--- src/rtl/os_msg_display_pkg.sv ---
// os_msg_display_pkg: shared OS message entry, display FSM states and message codes
package os_msg_display_pkg;
  typedef struct packed {
    logic [4:0] pid;
    logic [4:0] code;
  } msg_entry_t;
  typedef enum logic [1:0] {IDLE, SHOW, GAP} disp_state_t;
  localparam logic [4:0] MSG_NONE      = 5'd0;
  localparam logic [4:0] MSG_BIOS_BOOT = 5'd1;
  localparam logic [4:0] MSG_BIOS_OK   = 5'd2;
  localparam logic [4:0] MSG_KERN_LOAD = 5'd3;
  localparam logic [4:0] MSG_KERN_OK   = 5'd4;
  localparam logic [4:0] MSG_PROC_NEW  = 5'd5;
  localparam logic [4:0] MSG_PROC_EXIT = 5'd6;
  localparam logic [4:0] MSG_SYSCALL   = 5'd7;
  localparam logic [4:0] MSG_FAULT     = 5'd31;
endpackage

--- src/rtl/os_msg_display_msg_fifo.sv ---
// msg_fifo: DEPTH x 10-bit synchronous FIFO with clear; push on full is accepted only alongside a pop
module msg_fifo
  import os_msg_display_pkg::*;
#(
  parameter int DEPTH = 8
) (
  input  logic                     clk,
  input  logic                     reset,
  input  logic                     push,
  input  logic                     pop,
  input  logic                     clear,
  input  msg_entry_t               din,
  output msg_entry_t               dout,
  output logic                     full,
  output logic                     empty,
  output logic [$clog2(DEPTH):0]   count
);
  localparam int AW = $clog2(DEPTH);
  msg_entry_t mem [DEPTH];
  logic [AW-1:0] wr_ptr, rd_ptr;
  logic wr_en, rd_en;
  assign full  = count[AW];
  assign empty = count == '0;
  assign wr_en = push && !clear && (!full || pop);
  assign rd_en = pop && !clear && !empty;
  assign dout  = mem[rd_ptr];
  // pointer and occupancy tracking; clear flushes without touching storage
  always_ff @(posedge clk or negedge reset) begin
    if (!reset) begin
      wr_ptr <= '0;
      rd_ptr <= '0;
      count  <= '0;
    end else if (clear) begin
      wr_ptr <= '0;
      rd_ptr <= '0;
      count  <= '0;
    end else begin
      wr_ptr <= wr_ptr + AW'(wr_en);
      rd_ptr <= rd_ptr + AW'(rd_en);
      count  <= count + (AW+1)'(wr_en) - (AW+1)'(rd_en);
    end
  end
  // entry storage needs no reset; validity is tracked by count
  always_ff @(posedge clk) begin
    if (wr_en) mem[wr_ptr] <= din;
  end
endmodule

--- src/rtl/os_msg_display.sv ---
// os_msg_display: queues PID-tagged messages and shows each for a fixed dwell followed by a blank gap
module os_msg_display
  import os_msg_display_pkg::*;
#(
  parameter int DEPTH       = 8,
  parameter int HOLD_CYCLES = 50_000_000,
  parameter int GAP_CYCLES  = 5_000_000
) (
  input  logic                   clk,
  input  logic                   reset,
  input  logic                   msg_sign,
  input  logic [4:0]             msg_code,
  input  logic [4:0]             pid,
  input  logic                   clear,
  output logic                   disp_valid,
  output logic [4:0]             disp_code,
  output logic [4:0]             disp_pid,
  output logic [$clog2(DEPTH):0] pending,
  output logic                   overflow,
  output logic                   busy
);
  localparam int MAXC = HOLD_CYCLES > GAP_CYCLES ? HOLD_CYCLES : GAP_CYCLES;
  localparam int CW = $clog2(MAXC + 1);
  localparam logic [CW-1:0] HOLD_LD = CW'(HOLD_CYCLES - 1);
  localparam logic [CW-1:0] GAP_LD  = CW'(GAP_CYCLES > 0 ? GAP_CYCLES - 1 : 0);
  disp_state_t state;
  logic [CW-1:0] cnt;
  msg_entry_t din, head;
  logic full, empty, done, pop;
  assign din  = {pid, msg_code};
  assign done = cnt == '0;
  assign pop  = !clear && !empty &&
                (state == IDLE || (done && (state == GAP || (state == SHOW && GAP_CYCLES == 0))));
  assign busy = state != IDLE || !empty;
  msg_fifo #(.DEPTH(DEPTH)) u_fifo (
    .clk   (clk),
    .reset (reset),
    .push  (msg_sign),
    .pop   (pop),
    .clear (clear),
    .din   (din),
    .dout  (head),
    .full  (full),
    .empty (empty),
    .count (pending)
  );
  // display FSM: one shared down-counter times both the hold and the gap
  always_ff @(posedge clk or negedge reset) begin
    if (!reset) begin
      state      <= IDLE;
      cnt        <= '0;
      disp_valid <= 1'b0;
      disp_code  <= '0;
      disp_pid   <= '0;
      overflow   <= 1'b0;
    end else if (clear) begin
      state      <= IDLE;
      cnt        <= '0;
      disp_valid <= 1'b0;
      disp_code  <= '0;
      disp_pid   <= '0;
      overflow   <= 1'b0;
    end else begin
      if (msg_sign && full && !pop) overflow <= 1'b1;
      if (pop) begin
        state      <= SHOW;
        cnt        <= HOLD_LD;
        disp_valid <= 1'b1;
        disp_code  <= head.code;
        disp_pid   <= head.pid;
      end else if (state != IDLE) begin
        if (!done) cnt <= cnt - CW'(1);
        else begin
          state      <= (state == SHOW && GAP_CYCLES > 0) ? GAP : IDLE;
          cnt        <= state == SHOW ? GAP_LD : '0;
          disp_valid <= 1'b0;
          disp_code  <= '0;
          disp_pid   <= '0;
        end
      end
    end
  end
endmodule

--- config.mk ---
export PLATFORM = sky130hd
export DESIGN_NAME = os_msg_display
export DESIGN_NICKNAME = d
export VERILOG_FILES = /design/src/rtl/os_msg_display_pkg.sv /design/src/rtl/os_msg_display_msg_fifo.sv /design/src/rtl/os_msg_display.sv
export SDC_FILE = /design/constraint.sdc
export NUM_CORES = 1
export LEC_CHECK = 0
export CAP_MARGIN = 25
export CORE_ASPECT_RATIO = 1.75
export CORE_UTILIZATION = 50
export DETAILED_ROUTE_END_ITERATION = 7
export GPL_ROUTABILITY_DRIVEN = 0
export PLACE_DENSITY = 0.67
export SYNTH_ARGS = -nofsm -noshare
export SYNTH_HDL_FRONTEND = slang
export SYNTH_HIERARCHICAL = 1
export SYNTH_SLANG_ARGS = --single-unit
--- constraint.sdc ---
create_clock -name clk -period 4.45 [get_ports clk]
set_input_delay 0.445 -clock clk [delete_from_list [all_inputs] [get_ports clk]]
set_output_delay 0.445 -clock clk [all_outputs]
set_load 0.01 [all_outputs]
Yosys cells after proc, flatten, opt, wreduce, memory -nomap -nowiden
Memories as Yosys holds them, arrays and structs flattened.
Cells that the tools add are included.
{"block": "classes", "n_addsub": 5, "eq_ne": 2, "n_mux": 27, "n_reduce_logical": 24}
{"operator": "2-to-1 mux 26 bit", "n": 4}
{"operator": "2-to-1 mux 5 bit", "n": 6}
{"operator": "zero test 26 bit", "n": 1}
{"operator": "subtractor 26 x 1 -> 26 bit, second input constant", "n": 1}
{"operator": "2-to-1 mux 23 bit", "n": 1}
{"operator": "2-to-1 mux 2 bit", "n": 5}
{"operator": "logical AND 1 bit", "n": 9}
{"operator": "2-to-1 mux 1 bit", "n": 8}
{"operator": "adder 3 x 1 -> 3 bit", "n": 2}
{"operator": "2-to-1 mux 3 bit", "n": 2}
{"operator": "nonzero test 3 bit", "n": 2}
{"operator": "adder 4 x 1 -> 4 bit", "n": 1}
{"operator": "zero test 1 bit", "n": 4}
{"operator": "zero test 4 bit", "n": 1}
{"operator": "2-to-1 mux 4 bit", "n": 1}
{"operator": "nonzero test 2 bit", "n": 2}
{"operator": "subtractor 4 x 1 -> 4 bit", "n": 1}
{"operator": "logical OR 1 bit", "n": 3}
{"operator": "equality test 2 x 1 -> 1 bit, second input constant", "n": 1}
{"operator": "equality test 2 bit, second input constant", "n": 1}
{"operator": "zero test 2 bit", "n": 1}
{"operator": "AND reduction 2 bit", "n": 1}
{"block": "totals", "regBits": 50, "ramBits": 80, "inputBits": 14, "out_inout_bits": 17, "memories": 1}
{"memory": "u_fifo.mem", "depth": 8, "word_bits": 10, "rd": 1, "rd_clocked_by_memory_dff": 0, "write_ports": 1, "line_no": "os_msg_display_msg_fifo.sv:19", "text": "msg_entry_t mem [DEPTH];"}

Logic depth before layout (Yosys ltp)
{"block": "logic_depth", "ltp_word": 9, "mapped_depth": 15, "mapped_depth_nobuf": 14}

Cells and area by module
The synthesis kept the hierarchy.
{"module": "msg_fifo", "n_inst": 1, "cells_per_inst": 179, "area_each_um2": 3703.6, "seq_area_each_um2": 2652.5}
{"module": "os_msg_display", "n_inst": 1, "cells_per_inst": 248, "area_each_um2": 2250.9, "seq_area_each_um2": 975.9}

Least setup slack after synthesis
OpenSTA, ideal clock, no wires.
{"block": "synth_path", "kind": "register to register", "startpoint": "reg cnt[17]", "endpoint": "mem u_fifo/mem[0][0] in the netlist's numbering, enable pin", "setup_ns": 0.390, "t_arrival_ns": 3.383, "required_time_ns": 4.060, "setup_slack_ns": 0.677, "stages_incl_launch_ff": 10, "path_buffers": 1, "period_less_slack_ns": 3.773, "cell_sequence": "dfrtp_1 > or4_4 > or3_4 > o31ai_4 > nand3_2 > clkinv_4 > buf_6 > nor2b_1 > or4b_1 > nor3_1"}
{"block": "synth_between", "elab_chain_len": 8}
{"element": "from (decl)", "line_no": "os_msg_display.sv:27", "text": "logic [CW-1:0] cnt;"}
{"element": "from (signal assigned)", "line_no": "os_msg_display.sv:72", "text": "if (!done) cnt <= cnt - CW'(1);"}
{"element": "from (signal assigned)", "line_no": "os_msg_display.sv:75", "text": "cnt <= state == SHOW ? GAP_LD : '0;"}
{"element": "zero test 26 bit", "line_no": "os_msg_display.sv:31", "text": "assign done = cnt == '0;"}
{"element": "logical AND 1 bit", "line_no": "os_msg_display.sv:33", "text": "(state == IDLE || (done && (state == GAP || (state == SHOW && GAP_CYCLES == 0))));"}
{"element": "logical OR 1 bit", "line_no": "os_msg_display.sv:33"}
{"element": "logical AND 1 bit", "line_no": "os_msg_display.sv:32", "text": "assign pop = !clear && !empty &&"}
{"element": "net pop", "line_no": "os_msg_display.sv:29", "text": "logic full, empty, done, pop;"}
{"element": "logical OR 1 bit", "line_no": "os_msg_display_msg_fifo.sv:24", "text": "assign wr_en = push && !clear && (!full || pop);"}
{"element": "logical AND 1 bit", "line_no": "os_msg_display_msg_fifo.sv:24"}
{"element": "2-to-1 mux 1 bit", "line_no": "os_msg_display_msg_fifo.sv:45", "text": "if (wr_en) mem[wr_ptr] <= din;"}
{"element": "2-to-1 mux 1 bit (implied by the code)", "line_no": "os_msg_display_msg_fifo.sv:45"}
{"element": "to (decl)", "line_no": "os_msg_display_msg_fifo.sv:19"}
The timed path passes the listed nets, and every way through them passes these cells.

Final worst setup path
{"block": "layout_path", "startpoint": "reg cnt[17]", "endpoint": "reg u_fifo.count[2]"}
{"block": "layout_between", "elab_chain_len": 9, "elab_cells_between_ends": 11, "cone_classes": "2 x add/sub; 1 x mux; 8 x reduce/logical"}
{"element": "zero test 26 bit (*)", "line_no": "os_msg_display.sv:31"}
{"element": "logical AND 1 bit (*)", "line_no": "os_msg_display.sv:33"}
{"element": "logical OR 1 bit (*)", "line_no": "os_msg_display.sv:33"}
{"element": "logical AND 1 bit (*)", "line_no": "os_msg_display.sv:32"}
{"element": "logical OR 1 bit", "line_no": "os_msg_display_msg_fifo.sv:24"}
{"element": "logical AND 1 bit", "line_no": "os_msg_display_msg_fifo.sv:24"}
{"element": "adder 4 x 1 -> 4 bit", "line_no": "os_msg_display_msg_fifo.sv:40", "text": "count <= count + (AW+1)'(wr_en) - (AW+1)'(rd_en);"}
{"element": "subtractor 4 x 1 -> 4 bit (*)", "line_no": "os_msg_display_msg_fifo.sv:40"}
{"element": "2-to-1 mux 4 bit (*)", "line_no": "os_msg_display_msg_fifo.sv:33", "text": "end else if (clear) begin"}
{"element": "to (signal assigned)", "line_no": "os_msg_display_msg_fifo.sv:40"}
{"element": "to (decl)", "line_no": "os_msg_display_msg_fifo.sv:16", "text": "output logic [$clog2(DEPTH):0] count"}
Every way passes the cells marked *; elsewhere a longest branch is shown, timed or not.
A chain may end at the register's enable or synchronous reset.

==> run metrics <==
outcome=finished, violations left; violations in the final reports=design-rule violations; ranking of synthesized cells by instance count=edfxtp_1, dfrtp_1, nor2_1; cell taking the most area after synthesis=edfxtp_1; Critical Path End Type=register; normalized max-slew margin=0.4076; Synth area leaders=edfxtp_1, dfrtp_1, mux4_1; filler-free cell count of the finished design=619; first-pass GRT wire length=20,590 um; top-area cell type share of the netlist area=0.4034; DP Wirelength=8512 um; worst vdd ir=428.8 uV; largest net degree at the start of global routing=50; Area Growth Syn to Fin=16.83%; number of buffers inserted for hold repair after clock tree synthesis=0; Die X-Extent=84.50 um; aggregate global routing overflow=0; antenna violations before repair=0; most frequent CP cell=ha_1; number of flops mapped to enable cells by yosys=80; min Tclk post-route=3.693 ns; CP max stage delay=0.59 ns; most instantiated flip-flop cell in the synthesis netlist=edfxtp_1; TritonCTS sink count=129; Pwr Total=4247 uW; core utilization of the finished layout=0.6007; num ports=31; endpoints failing hold=0; number of instances resized during post-cts repair=0; footprint of the multi-input gates=2135 um^2; Syn Inst Count=427; async set-or-reset flop fraction in the synthesized netlist=0.3798; crit path max fanout=20; final wirelength=12,900 um; Die Y=146.4 um; FMAX=270.8 MHz; total via count after detailed routing=3,778; most frequent cell after synthesis=edfxtp_1; Max Transition Viols Final=0; synthesized cell area=5954 um^2; crit-path leading delay family=simple AND/OR/NAND/NOR gates; number of routed nets with antenna violations=0; fill count=909; static leakage=0.002619 uW; fraction of layout cells with a size suffix above 1=0.1508; clock buffer count from CTS=17; Total GRT Usage=0.2238; worst-margin pin slew=0.8886 ns; required time of the worst setup path=4.73 ns; H-tree level count=4; area taken by flip-flops and latches=3628 um^2; skew final=0.007522 ns; number of antenna cells inserted=0; Avg WL per Cell=20.84 um; Seq/Total Area, Yosys=0.6094; I/O Buffers=30; via count of the first global-routing pass=3,930; net count reported at finish=497; number of failing setup endpoints in the final timing report=0; Worst Path Arrival=3.98 ns; Yosys warning total=6; number of flip-flops and latches in the synthesized netlist=129; Clk pin slew, worst setup/hold paths=0.06 ns; Cell Chain, Critical Path=or4_4 > or3_4 > o31ai_4 > nand3_2 > clkinv_4 > nand2b_1 > nand3b_1 > ha_1 > inv_1 > ha_1 > fa_1 > xnor2_1 > nor2_1; Pre-antenna DRT Iters=6; cell type of the slowest stage on the worst timing path=or4_4; remaining design rule violation count=2; placed cells=586; drt first-iter violations=200; Root Driver=clkbuf_16; floorplan row count=52; setup repair after global routing missed its margin=false; total negative setup slack=0 ns; initial cell density of the core=0.5142; pwr dens=610.5 nW/um^2; via density per instance=6.103; maximum count of clock buffers along a single path=2; Post CTS Setup Buffer Count=0; worst hold-check path type=in2async; clock latency reported for the late side of the worst-skew pair=0.41 ns; syn_nets=453; Core Footprint=11,580 um^2; # Max-Cap Violations=0; type of the worst setup path=reg2reg; Mapped Avg Cell Area=13.94 um^2; number of buffers and inverters on the critical path=2; smallest hold slack=0.1294 ns; period utilization=0.8300; CP startpoint kind=register; clock tree from TritonCTS=done; count of cell types in the netlist=63; area enclosed by the die boundary=12,370 um^2
==> power by group <==
group | switching, uW | internal (uW) | leakage, uW
sequential | 161 | 1430 | 0.00138
combinational | 832 | 577 | 0.000975
clock | 530 | 720 | 0.000261
==> cell usage in the layout, fill, tap and decap left out, types with 2 or more instances in the layout <==
master,instances
and2_1,3
clkbuf_16,17
xor2_1,2
nand3_1,12
clkinv_2,3
nor2b_1,8
a31oi_1,5
nor4_1,6
o22ai_1,2
nor2_1,39
inv_6,5
ha_1,11
a21oi_2,2
nor3_1,16
clkinv_4,3
inv_1,14
nor3b_1,5
a22o_1,11
mux2_2,10
edfxtp_1,80
a211oi_1,4
xnor2_1,4
clkinvlp_4,2
a221oi_1,2
buf_4,14
nand4b_1,2
nand2_1,17
o21ai_0,20
or3_1,3
nand2b_1,6
mux4_1,20
clkdlybuf4s50_1,29
or3_4,2
nand4_1,2
dfrtp_1,49
a21oi_1,20
==> layout make-up <==
type                            instances  area share
Sequential cell                       129      0.5216
Multi-Input combinational cell        263      0.3068
Clock buffer                           18     0.06169
Timing Repair Buffer                   45     0.06151
Tap cell                              135     0.02428
Clock inverter                         14     0.01529
Inverter                               15    0.008813
==> worst paths after layout <==
path,start,to,slack (ns),cells past startpoint
max,cnt[17]$_DFFE_PN0P_,u_fifo/count[2]$_DFF_PN0_,0.76,13
min,reset,cnt[3]$_DFFE_PN0P_,0.13,2
max reg2reg,cnt[17]$_DFFE_PN0P_,u_fifo/count[2]$_DFF_PN0_,0.76,13
min reg2reg,cnt[13]$_DFFE_PN0P_,cnt[13]$_DFFE_PN0P_,0.50,2
max in group asynchronous,reset,cnt[8]$_DFFE_PN0P_,3.89,2
min in group clk,cnt[13]$_DFFE_PN0P_,cnt[13]$_DFFE_PN0P_,0.50,2
==> per-stage QoR <==
step / cell area (um^2) / setup WS [ns]
floorplan: 5954 / 0.6773
global placement: 6394 / 0.8616
detailed placement: 6394 / 0.7968
CTS: 6929 / 0.7783
global route: 6957 / 0.6185
finish: 6957 / 0.7566
==> cells by family (layout without fill, tap and decap cells) <==
family,Yosys count,in the layout,share of synthesized area
AND/OR/NAND/NOR,132,132,0.1189
flip-flops,129,129,0.6094
AO/OA/AOI/OAI,82,82,0.09540
buffers and inverters,35,92,0.03215
multiplexers,31,31,0.1088
adder cells (fa/ha/maj),12,12,0.02648
XOR/XNOR,6,6,0.008825
==> sequential cells by signal (all words and copies together), names as in the netlist <==
| name | cells |
|---|---|
| cnt | 26 |
| disp_code | 5 |
| disp_pid | 5 |
| overflow | 1 |
| state | 2 |
| u_fifo/count | 4 |
| u_fifo/mem | 80 |
| u_fifo/rd_ptr | 3 |
| u_fifo/wr_ptr | 3 |
==> worst reg2reg max path: cells and delay by family (launching register included) <==
| kind | cells | cell delay, ns |
|---|---|---|
| xor+xnor | 1 | 0.16 |
| flops | 1 | 0.44 |
| simple gates | 6 | 1.51 |
| compound gates | 1 | 0.34 |
| buf+inv | 2 | 0.24 |
| fa+ha+maj | 3 | 0.87 |
==> layer usage <==
metal,routed length (um),vias to the layer above,GRT usage
li1,-,1746,-
met1,4902,1887,0.2438
met2,7037,110,0.3996
met3,446,35,0.04409
met4,511,0,0.1297
met5,0,-,0
Power figures use the tool's default switching activity.
